## config.mk

```make
export PLATFORM = sky130hd
export DESIGN_NAME = uart_tx_queue_flat
export DESIGN_NICKNAME = d
export VERILOG_FILES = /design/src/rtl/uart_pkg.sv /design/src/rtl/uart_tx_queue_if.sv /design/src/rtl/uart_sync_fifo.sv /design/src/rtl/uart_tx_queue.sv /design/src/flat_wrapper.sv
export SDC_FILE = /design/constraint.sdc
export NUM_CORES = 1
export LEC_CHECK = 0
export CORE_AREA = 2 2 132 134
export DETAILED_ROUTE_END_ITERATION = 12
export DIE_AREA = 0 0 134 136
export MAX_ROUTING_LAYER = met4
export PLACE_DENSITY = 0.62
export SYNTH_ARGS = -nofsm -noshare
export SYNTH_HDL_FRONTEND = slang
export SYNTH_SLANG_ARGS = --single-unit
```

## constraint.sdc

```tcl
create_clock -name pclk -period 7.75 [get_ports pclk]
set_input_delay 1.1625 -clock pclk [delete_from_list [all_inputs] [get_ports pclk]]
set_output_delay 1.1625 -clock pclk [all_outputs]
set_load 0.02 [all_outputs]
```

## src/rtl/uart_pkg.sv

```systemverilog
// Shared types for the UART transmit queue.
// Byte width and the launch sequencer states.
package uart_pkg;

  localparam int UART_DATA_W = 8;

  typedef enum logic [1:0] {
    TXQ_IDLE      = 2'd0,
    TXQ_LAUNCH    = 2'd1,
    TXQ_WAIT_BUSY = 2'd2,
    TXQ_WAIT_DONE = 2'd3
  } uart_txq_state_t;

endpackage

```

## src/rtl/uart_tx_queue_if.sv

```systemverilog
// Host write port and UART launch bundle.
// master = host/UART side, slave = queue.
interface uart_tx_queue_if #(
  parameter int DEPTH = 16
) ();
  import uart_pkg::*;

  localparam int CW = $clog2(DEPTH) + 1;

  logic                   wr_en;
  logic [UART_DATA_W-1:0] wr_data;
  logic                   full;
  logic                   empty;
  logic [CW-1:0]          count;
  logic                   overflow;
  logic                   start_err;
  logic                   tx_busy;
  logic                   tx_start;
  logic [UART_DATA_W-1:0] tx_data;

  modport master (
    output wr_en, wr_data, tx_busy,
    input  full, empty, count,
    input  overflow, start_err,
    input  tx_start, tx_data
  );

  modport slave (
    input  wr_en, wr_data, tx_busy,
    output full, empty, count,
    output overflow, start_err,
    output tx_start, tx_data
  );

endinterface

```

## src/rtl/uart_sync_fifo.sv

```systemverilog
// Synchronous FIFO with registered flags.
// Storage is left unreset; pointers wrap.
module uart_sync_fifo #(
  parameter int DEPTH = 16,
  parameter int W     = 8,
  localparam int AW   = $clog2(DEPTH),
  localparam int CW   = AW + 1
) (
  input  logic          pclk,
  input  logic          reset,
  input  logic          push,
  input  logic          pop,
  input  logic [W-1:0]  din,
  output logic [W-1:0]  dout,
  output logic          full,
  output logic          empty,
  output logic [CW-1:0] count
);

  logic [W-1:0]  mem_q [DEPTH];
  logic [AW-1:0] wptr_q, wptr_d;
  logic [AW-1:0] rptr_q, rptr_d;
  logic [CW-1:0] count_q, count_d;
  logic          full_q, full_d;
  logic          empty_q, empty_d;
  logic          do_push, do_pop;

  assign do_push = push && !full_q;
  assign do_pop  = pop && !empty_q;

  // Next pointers, occupancy and flags from the same count.
  always_comb begin
    wptr_d  = wptr_q;
    rptr_d  = rptr_q;
    if (do_push) wptr_d = wptr_q + AW'(1);
    if (do_pop)  rptr_d = rptr_q + AW'(1);
    count_d = count_q + CW'(do_push)
                      - CW'(do_pop);
    full_d  = (count_d == CW'(DEPTH));
    empty_d = (count_d == '0);
  end

  // Pointer and flag state.
  always_ff @(posedge pclk or posedge reset) begin
    if (reset) begin
      wptr_q  <= '0;
      rptr_q  <= '0;
      count_q <= '0;
      full_q  <= 1'b0;
      empty_q <= 1'b1;
    end else begin
      wptr_q  <= wptr_d;
      rptr_q  <= rptr_d;
      count_q <= count_d;
      full_q  <= full_d;
      empty_q <= empty_d;
    end
  end

  // Byte storage.
  always_ff @(posedge pclk) begin
    if (do_push) mem_q[wptr_q] <= din;
  end

  assign dout  = mem_q[rptr_q];
  assign full  = full_q;
  assign empty = empty_q;
  assign count = count_q;

endmodule

```

## src/rtl/uart_tx_queue.sv

```systemverilog
// Byte queue and launch sequencer for a UART.
// One tx_start pulse per frame, gated by tx_busy.
module uart_tx_queue
  import uart_pkg::*;
#(
  parameter int DEPTH        = 16,
  parameter int BUSY_TIMEOUT = 16
) (
  input logic               pclk,
  input logic               reset,
  uart_tx_queue_if.slave    bus
);

  localparam int CW = $clog2(DEPTH) + 1;
  localparam int TW = $clog2(BUSY_TIMEOUT + 1);

  uart_txq_state_t        state_q, state_d;
  logic [TW-1:0]          tmo_q, tmo_d;
  logic [UART_DATA_W-1:0] tx_data_q, tx_data_d;
  logic                   tx_start_q, tx_start_d;
  logic                   ovf_q, ovf_d;
  logic                   err_q, err_d;

  logic                   push, pop;
  logic [UART_DATA_W-1:0] head;
  logic                   f_full, f_empty;
  logic [CW-1:0]          f_count;

  assign push = bus.wr_en && !f_full;

  uart_sync_fifo #(
    .DEPTH (DEPTH),
    .W     (UART_DATA_W)
  ) u_fifo (
    .pclk  (pclk),
    .reset (reset),
    .push  (push),
    .pop   (pop),
    .din   (bus.wr_data),
    .dout  (head),
    .full  (f_full),
    .empty (f_empty),
    .count (f_count)
  );

  // Launch sequencer, timeout and sticky errors.
  always_comb begin
    state_d    = state_q;
    tmo_d      = tmo_q;
    tx_data_d  = tx_data_q;
    tx_start_d = 1'b0;
    err_d      = err_q;
    ovf_d      = ovf_q | (bus.wr_en & f_full);
    pop        = 1'b0;
    unique case (state_q)
      TXQ_IDLE: begin
        if (!f_empty && !bus.tx_busy) begin
          state_d    = TXQ_LAUNCH;
          pop        = 1'b1;
          tx_data_d  = head;
          tx_start_d = 1'b1;
        end
      end
      TXQ_LAUNCH: begin
        state_d = TXQ_WAIT_BUSY;
        tmo_d   = '0;
      end
      TXQ_WAIT_BUSY: begin
        if (bus.tx_busy) begin
          state_d = TXQ_WAIT_DONE;
        end else if (tmo_q == TW'(BUSY_TIMEOUT - 1)) begin
          state_d = TXQ_IDLE;
          err_d   = 1'b1;
        end else begin
          tmo_d = tmo_q + TW'(1);
        end
      end
      TXQ_WAIT_DONE: begin
        if (!bus.tx_busy) state_d = TXQ_IDLE;
      end
      default: state_d = TXQ_IDLE;
    endcase
  end

  // Sequencer state and output registers.
  always_ff @(posedge pclk or posedge reset) begin
    if (reset) begin
      state_q    <= TXQ_IDLE;
      tmo_q      <= '0;
      tx_data_q  <= '0;
      tx_start_q <= 1'b0;
      ovf_q      <= 1'b0;
      err_q      <= 1'b0;
    end else begin
      state_q    <= state_d;
      tmo_q      <= tmo_d;
      tx_data_q  <= tx_data_d;
      tx_start_q <= tx_start_d;
      ovf_q      <= ovf_d;
      err_q      <= err_d;
    end
  end

  assign bus.full      = f_full;
  assign bus.empty     = f_empty;
  assign bus.count     = f_count;
  assign bus.overflow  = ovf_q;
  assign bus.start_err = err_q;
  assign bus.tx_start  = tx_start_q;
  assign bus.tx_data   = tx_data_q;

endmodule

```

## src/flat_wrapper.sv

```systemverilog
// flat-port wrapper written by rule: the top's interface ports become plain ports
module uart_tx_queue_flat import uart_pkg::*;
#(
  parameter int DEPTH        = 16,
  parameter int BUSY_TIMEOUT = 16
)
  (pclk, reset, bus_wr_en, bus_wr_data, bus_tx_busy, bus_full, bus_empty, bus_count, bus_overflow, bus_start_err, bus_tx_start, bus_tx_data);
  uart_tx_queue_if #(.DEPTH(DEPTH)) bus_i ();
  input logic pclk;
  input logic reset;
  input wire logic [$bits(bus_i.wr_en)-1:0] bus_wr_en;
  input wire logic [$bits(bus_i.wr_data)-1:0] bus_wr_data;
  input wire logic [$bits(bus_i.tx_busy)-1:0] bus_tx_busy;
  output wire logic [$bits(bus_i.full)-1:0] bus_full;
  output wire logic [$bits(bus_i.empty)-1:0] bus_empty;
  output wire logic [$bits(bus_i.count)-1:0] bus_count;
  output wire logic [$bits(bus_i.overflow)-1:0] bus_overflow;
  output wire logic [$bits(bus_i.start_err)-1:0] bus_start_err;
  output wire logic [$bits(bus_i.tx_start)-1:0] bus_tx_start;
  output wire logic [$bits(bus_i.tx_data)-1:0] bus_tx_data;
  assign bus_i.wr_en = bus_wr_en;
  assign bus_i.wr_data = bus_wr_data;
  assign bus_i.tx_busy = bus_tx_busy;
  assign bus_full = bus_i.full;
  assign bus_empty = bus_i.empty;
  assign bus_count = bus_i.count;
  assign bus_overflow = bus_i.overflow;
  assign bus_start_err = bus_i.start_err;
  assign bus_tx_start = bus_i.tx_start;
  assign bus_tx_data = bus_i.tx_data;
  uart_tx_queue #(.DEPTH(DEPTH), .BUSY_TIMEOUT(BUSY_TIMEOUT)) u_core (.pclk(pclk), .reset(reset), .bus(bus_i));
endmodule
```

==> flow_summary.ini <==
[power]
power_mw = 2.845
ir_drop_mv = 0.2252
p_leak_nw = 2.727
power_density_nw_per_um2 = 372.7

[synth]
netlist_top_cells_area = edfxtp_1 (58%), dfrtp_1 (12%), mux4_2 (7.5%), mux4_1 (2.8%), mux2i_1 (2.6%)
yosysSeqAreaShare_pct = 70.31
post-synth-top-area-cell = edfxtp_1
avgSynthCellArea_um2 = 18.10
ys_types = 51
syn_area_um2 = 6643
synth-main-ff-cell = edfxtp_1
synthesis.nets = 392
yosys_warnings = 0
synth-edff-count = 128
async_flop_share_pct = 20.50
synth_top_cells_by_count = edfxtp_1 (128), dfrtp_1 (32), mux4_2 (22)
synthCells = 367
yosysMostFrequentCell = edfxtp_1
ys_ff_latch = 161
yosysTopAreaCellShare_pct = 57.86

[sta]
max_freq_ghz = 0.2781
worst_slew_pin_slew_ps = 665.1
hold_viol = 0
post-route-min-period_ps = 3596
slew-limit-headroom_pct = 55.66
final.setup.tns_ps = 0
rsz0062_at_grt = false
setup_viol = 0
min_period_over_period_pct = 46.39
slew_viol_final = 0
skew_ps = 14.39

[floorplanning]
core-area_um2 = 16880
dieArea_um2 = 18220
ios = 30
die_w_um = 134
rows = 48
die_h_um = 136
start_util_pct = 39.36

[run]
maxCapViolCount = 0

[placement]
port_buffers = 29
placed_cell_area_um2 = 7092
gp_congestion = 0.7993
dpl.cell_count = 610
hpwlAfterDp_um = 7929

[worst_setup_path]
path_class = primary input to flop
cp-startpoint = bus_wr_en
r2r_start = u_core.state_q[1]$_DFFE_PP0P_
r2r_slack_ps = 4870
cp-start-kind = primary input
path_max_fanout = 8
cp-endpoint = u_core.u_fifo.full$_DFF_PP0_
cp-end-kind = flop
reg2reg_depth = 12
crit_required_ps = 8070
cp.arrival_ps = 3910
r2r_end = u_core.u_fifo.full$_DFF_PP0_

[clock_tree]
postCtsSetupBuffers = 0
cts_buffer_depth = 2
cts-root-buf = clkbuf_16
clk_latency_ps = 420
cts_sinks = 161
hold_buffers = 0
h-tree-depth = 4
cts_tree = done
clk_pin_slew_ps = 60
numCtsBuffers = 17
cts_resized = 0

[cells_and_area]
antenna_cells = 0
postLayoutCoreUtil_pct = 45.24
layout.nets = 429
fin_area_um2 = 7635
drive_gt1_share_pct = 14.63
fin_cells = 642
multiInputGateArea_um2 = 1749
area_delta_synth_final_pct = 14.94
register_area_um2 = 4672
fillers = 1439

[global_routing]
grt_pass1_wl_um = 19300
antenna_found_initial = 0
overflow = 0
grt_pass1_vias = 3443
grt_start_max_net_pins = 40
track_usage_pct = 15.05

[detailed_routing]
dr.pass1.iters = 4
wl_per_cell_um = 19.41
antenna_left = 0
vias = 3292
wl_um = 12460
viasPerCell = 5.128
drc = 0
first_iter_violations = 163

[worst_hold_path]
hold_class = flop to flop

[status]
outcome = finished, final reports clean
==> worst max-delay path: stages <==
cell	delay (ps)
clkdlybuf4s50_1	470
nor2b_1	450
inv_2	90
ha_1	300
inv_1	50
ha_1	150
inv_1	60
fa_1	410
nor2b_1	130
o21ai_1	120
and3_1	220
nor4_1	290
==> area by class of cell <==
type	instances	share of cell area (%)
tap	225	3.687
clock inverter	10	1.164
multi-input combinational	174	22.91
clock buffer	22	5.949
inverter	17	0.9013
timing repair buffer	33	4.195
sequential	161	61.19
==> where the power goes <==
| part | leakage, nW | switching, mW | internal [mW] |
|---|---|---|---|
| registers | 1.56 | 0.0879 | 1.09 |
| clock network | 0.258 | 0.322 | 0.449 |
| logic | 0.904 | 0.487 | 0.414 |
==> cells in the final DEF (no fill, tap or decap), types with 2 or more instances in the layout <==
master           count
a21oi_1              3
inv_6                3
mux2_1               2
clkbuf_16           17
xor2_1               2
nand2b_1             2
mux4_1               7
clkbuf_1             4
inv_1               15
mux4_2              22
a21o_1               9
and3_1               5
dfrtp_1             31
o21ai_1              4
buf_4                4
nand3_1              2
clkinv_2             3
nor2_1               7
nand4_1              2
o22ai_1              9
nor3b_1              2
mux2i_1             17
nand2_1             15
clkdlybuf4s50_1     29
nor4_1               3
nor2b_1              3
clkinvlp_4           3
ha_1                12
edfxtp_1           128
a22o_1               3
o21ai_0              4
and2_1              16
xnor2_1              7
nand3b_1             2
==> kinds of logic (layout without fill, tap and decap cells) <==
logic type	after synthesis	in the layout	synth area share [%]
flip-flops	161	161	70.31
AND/OR/NAND/NOR	64	64	5.312
multiplexers	49	49	13.30
AO/OA/AOI/OAI	39	39	3.974
buffers and inverters	32	82	3.353
adder cells (fa/ha/maj)	13	13	2.562
XOR/XNOR	9	9	1.187
==> registers in the layout, indices dropped and copies added (netlist names) <==
signal and flops:
u_core.state_q 2, u_core.u_fifo.full 1, u_core.u_fifo.mem_q 128, u_core.u_fifo.wptr_q 4, u_core.u_fifo.count 5, u_core.bus.tx_data 8
u_core.bus.tx_start 1, u_core.u_fifo.rptr_q 4, u_core.u_fifo.empty 1, u_core.bus.start_err 1, u_core.bus.overflow 1, u_core.tmo_q 5
==> worst min-delay path by stage <==
stage / startpoint / to / depth (start not counted)
finish: u_core.bus.overflow$_DFF_PP0_ / u_core.bus.overflow$_DFF_PP0_ / 1
global route: u_core.bus.overflow$_DFF_PP0_ / u_core.bus.overflow$_DFF_PP0_ / 1
CTS: u_core.bus.overflow$_DFF_PP0_ / u_core.bus.overflow$_DFF_PP0_ / 1
detailed placement: u_core.bus.overflow$_DFF_PP0_ / u_core.bus.overflow$_DFF_PP0_ / 1
global placement: u_core.bus.overflow$_DFF_PP0_ / u_core.bus.overflow$_DFF_PP0_ / 1
floorplan: u_core.u_fifo.rptr_q[3]$_DFFE_PP0P_ / u_core.u_fifo.rptr_q[3]$_DFFE_PP0P_ / 1
==> metrics by stage <==
step,hold WS (ps),setup slack (ps)
after floorplan,470.8,4512
after detailed placement,454.3,3665
final,463.2,4154
after CTS,471.2,4124
after global placement,445.0,3824
after global routing,496.8,3883
==> routing by layer <==
layer  up-vias  wire length, um  global-route usage, %
met5         -                0                      -
met4         0              204                  5.792
met3        16              442                  3.617
met2        59             6390                  23.96
met1      1707             5426                  18.80
li1       1510                -                      -
Power figures use the tool's default switching activity.
